<file path="src/rtl/systolic_result_drain_if.sv">
// Result stream port of the systolic drain: one word per val/rdy handshake.
interface systolic_result_drain_if #(
    parameter int unsigned data_bits = 32
) ();
    logic [data_bits-1:0] send_msg;
    logic                 send_val;
    logic                 send_rdy;
    logic                 send_last;

    // Producer side (the drain block).
    modport master (
        output send_msg,
        output send_val,
        output send_last,
        input  send_rdy
    );

    // Consumer side.
    modport slave (
        input  send_msg,
        input  send_val,
        input  send_last,
        output send_rdy
    );
endinterface

</file>
<file path="src/rtl/systolic_result_drain.sv">
// Waits out the wavefront settle time after mac_en, snapshots every PE
// accumulator in one cycle, then streams them row-major over a val/rdy port.
module systolic_result_drain #(
    parameter int unsigned size          = 4,
    parameter int unsigned data_bits     = 32,
    parameter int unsigned settle_cycles = 3 * size
) (
    input  logic                              clk,
    input  logic                              rst,
    input  logic                              mac_en,
    input  logic [size*size*data_bits-1:0]    results,
    systolic_result_drain_if.master           send,
    output logic                              done
);
    localparam int unsigned NUM_WORDS = size * size;
    localparam int unsigned CNT_W     = $clog2(settle_cycles + 1);
    localparam int unsigned IDX_W     = (NUM_WORDS > 1) ? $clog2(NUM_WORDS) : 1;

    localparam logic [CNT_W-1:0] CNT_LAST = CNT_W'(settle_cycles - 1);
    localparam logic [IDX_W-1:0] IDX_LAST = IDX_W'(NUM_WORDS - 1);

    localparam logic [1:0] S_IDLE   = 2'd0;
    localparam logic [1:0] S_SETTLE = 2'd1;
    localparam logic [1:0] S_STREAM = 2'd2;
    localparam logic [1:0] S_DONE   = 2'd3;

    logic [1:0]           state;
    logic [1:0]           state_nxt;
    logic [CNT_W-1:0]     cnt;
    logic [CNT_W-1:0]     cnt_nxt;
    logic [IDX_W-1:0]     idx;
    logic [IDX_W-1:0]     idx_nxt;
    logic                 snap_load;
    logic [data_bits-1:0] snap [NUM_WORDS];

    // Next-state, counter and snapshot-load decode.
    always_comb begin
        state_nxt = state;
        cnt_nxt   = cnt;
        idx_nxt   = idx;
        snap_load = 1'b0;
        case (state)
            S_IDLE: begin
                if (mac_en) begin
                    state_nxt = S_SETTLE;
                    cnt_nxt   = '0;
                end
            end
            S_SETTLE: begin
                if (!mac_en) begin
                    state_nxt = S_IDLE;
                    cnt_nxt   = '0;
                end else if (cnt == CNT_LAST) begin
                    snap_load = 1'b1;
                    idx_nxt   = '0;
                    state_nxt = S_STREAM;
                end else begin
                    cnt_nxt = cnt + CNT_W'(1);
                end
            end
            S_STREAM: begin
                // send_val is high throughout STREAM, so rdy alone is the handshake.
                if (send.send_rdy) begin
                    if (idx == IDX_LAST) begin
                        state_nxt = S_DONE;
                    end else begin
                        idx_nxt = idx + IDX_W'(1);
                    end
                end
            end
            S_DONE: begin
                if (!mac_en) begin
                    state_nxt = S_IDLE;
                end
            end
            default: begin
                state_nxt = S_IDLE;
            end
        endcase
    end

    // State and counter registers.
    always_ff @(posedge clk or posedge rst) begin
        if (rst) begin
            state <= S_IDLE;
            cnt   <= '0;
            idx   <= '0;
        end else begin
            state <= state_nxt;
            cnt   <= cnt_nxt;
            idx   <= idx_nxt;
        end
    end

    // Snapshot of the whole accumulator bus, frozen until the next pass.
    always_ff @(posedge clk or posedge rst) begin
        if (rst) begin
            for (int i = 0; i < int'(NUM_WORDS); i++) begin
                snap[i] <= '0;
            end
        end else if (snap_load) begin
            for (int i = 0; i < int'(NUM_WORDS); i++) begin
                snap[i] <= results[i*data_bits +: data_bits];
            end
        end
    end

    // Stream outputs decoded directly from registers, no added latency.
    assign send.send_val  = (state == S_STREAM);
    assign send.send_msg  = snap[idx];
    assign send.send_last = (state == S_STREAM) && (idx == IDX_LAST);
    assign done           = (state == S_DONE);
endmodule

</file>
<file path="src/flat_wrapper.sv">
// flat-port wrapper written by rule: the top's interface ports become plain ports
module systolic_result_drain_flat 
#(
    parameter int unsigned size          = 4,
    parameter int unsigned data_bits     = 32,
    parameter int unsigned settle_cycles = 3 * size
)
  (clk, rst, mac_en, results, done, send_send_msg, send_send_val, send_send_last, send_send_rdy);
  systolic_result_drain_if #(.data_bits(data_bits)) send_i ();
  input  logic clk;
  input  logic rst;
  input  logic mac_en;
  input  logic [size*size*data_bits-1:0] results;
  output logic done;
  output wire logic [$bits(send_i.send_msg)-1:0] send_send_msg;
  output wire logic [$bits(send_i.send_val)-1:0] send_send_val;
  output wire logic [$bits(send_i.send_last)-1:0] send_send_last;
  input wire logic [$bits(send_i.send_rdy)-1:0] send_send_rdy;
  assign send_send_msg = send_i.send_msg;
  assign send_send_val = send_i.send_val;
  assign send_send_last = send_i.send_last;
  assign send_i.send_rdy = send_send_rdy;
  systolic_result_drain #(.size(size), .data_bits(data_bits), .settle_cycles(settle_cycles)) u_core (.clk(clk), .rst(rst), .mac_en(mac_en), .results(results), .send(send_i), .done(done));
endmodule
</file>
<file path="config.mk">
export PLATFORM = sky130hd
export DESIGN_NAME = systolic_result_drain_flat
export DESIGN_NICKNAME = d
export VERILOG_FILES = /design/src/rtl/systolic_result_drain_if.sv /design/src/rtl/systolic_result_drain.sv /design/src/flat_wrapper.sv
export SDC_FILE = /design/constraint.sdc
export NUM_CORES = 1
export LEC_CHECK = 0
export ABC_AREA = 1
export ABC_CLOCK_PERIOD_IN_PS = 23300
export CELL_PAD_IN_SITES_DETAIL_PLACEMENT = 0
export CELL_PAD_IN_SITES_GLOBAL_PLACEMENT = 1
export CORE_UTILIZATION = 31
export CTS_BUF_LIST = sky130_fd_sc_hd__clkbuf_8
export DETAILED_ROUTE_END_ITERATION = 6
export HOLD_SLACK_MARGIN = 0.05
export PLACE_DENSITY_LB_ADDON = 0.1
export SKIP_CTS_REPAIR_TIMING = 1
export SLEW_MARGIN = 20
export SYNTH_ARGS = -nofsm -noshare
export SYNTH_HDL_FRONTEND = slang
export SYNTH_SLANG_ARGS = --single-unit
</file>
<file path="constraint.sdc">
create_clock -name clk -period 23.3 [get_ports clk]
set_clock_uncertainty 0.1 [all_clocks]
set_input_delay 5.825 -clock clk [delete_from_list [all_inputs] [get_ports clk]]
set_output_delay 5.825 -clock clk [all_outputs]
set_load 0.03 [all_outputs]
</file>
==> flow_summary.toml <==
[logic_synthesis]
ys_warn_count = 0
synth_edf_count = 0
synth_xor_area_frac = 0.000700
synth-adder-area-share = 0.00100
synth_top_family_by_area = "simple AND/OR/NAND/NOR gates"
synth_async_sr_flop_share = 1.00
syn_nets = 3866
synthMostInstantiatedCell = "nand2_1"
synth_mux_area_frac = 0
synthSimpleGateAreaFrac = 0.276
netlist_area_um2 = 25000
yosys_most_used_dff = "dfrtp_1"
syn_area_per_cell_um2 = 7.47
synthTopCellsByArea = "dfrtp_1 52%, nand2_1 19%, o21ai_0 9.7%, nand3_1 7.0%, inv_1 5.8%"
ys_ff_latch = 522
syn_inst = 3348
synth.distinct_cells = 24
synth.largest_area_cell = "dfrtp_1"
seq_area_frac_synth = 0.522
synth_compound_area_frac = 0.100
ys_top_cells_by_count = "1299 x nand2_1, 522 x dfrtp_1, 484 x o21ai_0"
yosysTopAreaCellShare = 0.522

[die]
die_area_um2 = 81900
initial_utilization = 0.315
core-area_um2 = 79400
die-height_um = 286
pin_count = 551
rows = 103
fp.dieW_um = 286

[drt]
drcViolationCount = 0
via_count = 23400
drt_iter0_drc = 1822
wl_per_cell_um = 21.7
wirelength_mm = 107
drtAntennaViolNets = 0
dr.pass1.iters = 5
vias_per_cell = 4.74

[placed_design]
placed_cell_area_um2 = 31100
routabilityCongestion = 0.846
portBuffers = 550
hpwl_mm = 75.5

[layout]
fillers = 8363
design_area_um2 = 32900
area_growth_pct = 31.5
final_core_util = 0.415
final_nets = 4319
drive_above_1_share = 0.0442

[global_routing]
track_usage = 0.259
grt_pass1_wl_mm = 157
grt_max_degree = 237
grt_pass1_vias = 23600
antenna_found_initial = 14
gr-total-overflow = 0

[sta]
period_share = 0.476
relSlewSlack = 0.284
min_period_ps = 11100
finalHoldViolations = 0
setup_violations = 0
fmax_mhz = 90.1
worst_slew_pin_slew_ps = 1070
fin_setup_tns_ps = 0
maxSlewViolCount = 0
rsz0062_at_grt = "no"

[power_and_ir_drop]
p_leak_uw = 0.0156
p_per_area_nw_per_um2 = 57.9
vdd_ir_drop_max_mv = 0.0348

[setup_path]
path_class = "register to primary output"
cp.arrival_ps = 5170
reg2reg_depth = 10
setup.worst_path.start_class = "register"
endpoint_kind = "primary output"
required_ps = 17380
worstPathMaxFanout = 88

[clock_network]
htree_levels = 3
cts.clk_slew.worst_paths_ps = 60
cts_sinks = 522
cts_root_buffer = "clkbuf_8"
cts_inserted_buffers = 96
clk_path_buf_depth = 3
clk_latency_ps = 700
cts_tree = "done"

[min_path]
min_path_type = "register to register"
hold_path_depth = 2

[outcome]
status = "completed"

[run]
cap_violations = 0
-- worst max-delay path, stage by stage (launching register included) --
cell             delay, ps
dfrtp_4                630
buf_4                  750
buf_4                  750
buf_4                  790
nand2_1                160
nand3_1                120
nand3_1                220
nand3_1                240
nand2_1                120
clkdlybuf4s50_1        610
-- report_power, final --
part | internal [uW] | leakage, uW | switching (uW)
logic | 80.7 | 0.00922 | 53.8
clock network | 449 | 0.00108 | 409
registers | 909 | 0.00531 | 3.84
-- placed cells by master, fill, tap and decap left out, types with 2 or more instances in the layout --
cell type,Yosys,layout
nand2_1,1299,1298
clkdlybuf4s50_1,0,550
dfrtp_1,522,518
o21ai_0,484,484
inv_1,389,426
nand3_1,349,349
clkbuf_8,0,113
nor2_1,55,55
buf_4,11,21
o211ai_1,10,10
clkinv_2,0,8
diode_2,0,6
or2_2,4,4
clkinvlp_4,0,4
inv_6,0,3
inv_2,3,3
buf_12,0,3
dfrtp_4,0,3
xor2_1,2,2
ha_1,2,2
-- kinds of logic after synthesis --
kind of cell,Yosys count
xor+xnor,2
fa+ha+maj,2
compound gates,495
simple gates,1713
buf+inv,614
flops,522
-- state kept, by name, summed over array words and instances (netlist names), named ones only --
| signal | cells |
|---|---|
| u_core.cnt | 4 |
| u_core.idx | 4 |
| u_core.snap | 512 |
| u_core.state | 1 |
-- per-layer routing --
| metal | vias up | GRT usage | share of wire |
|---|---|---|---|
| met5 | - | 0 | 0.0010 |
| met1 | 11200 | 0.374 | 0.47 |
| met3 | 130 | 0.0519 | 0.062 |
| li1 | 11300 | - | - |
| met4 | 18 | 0.0689 | 0.023 |
| met2 | 698 | 0.394 | 0.45 |
-- per-stage QoR --
step	instances	worst slack [ps]	hold slack [ps]	total power [uW]
detailed placement	4753	12910	359	1070
floorplan	3348	2790	341	954
global route	4925	11820	391	1980
finish	4926	12200	374	1910
CTS	4920	12120	375	1930
global placement	4753	12950	360	1070
-- worst paths after layout --
path / start / endpoint / slack, ps
setup reg to reg: u_core.cnt[0] / u_core.snap[42] / 18910
min in group asynchronous: rst / u_core.snap[334] / 5600
hold reg to reg: u_core.snap[353] / u_core.snap[353] / 370
hold / removal: u_core.snap[353] / u_core.snap[353] / 370
setup / recovery: u_core.idx[0] / send_send_msg[23] / 12200
max in group asynchronous: rst / u_core.idx[1] / 15040
-- final cells by class --
cell class,instances,area [um^2],area share
clock buffers,113,1560,0.0472
flip-flops and latches,522,13100,0.397
well taps,1050,1310,0.0399
multi-input cells,2212,9460,0.287
clock inverters,54,272,0.00825
diodes,6,15.0,0.000456
inverters,394,1500,0.0455
repair buffers,575,5730,0.174
(Power assumes the default switching activity.)
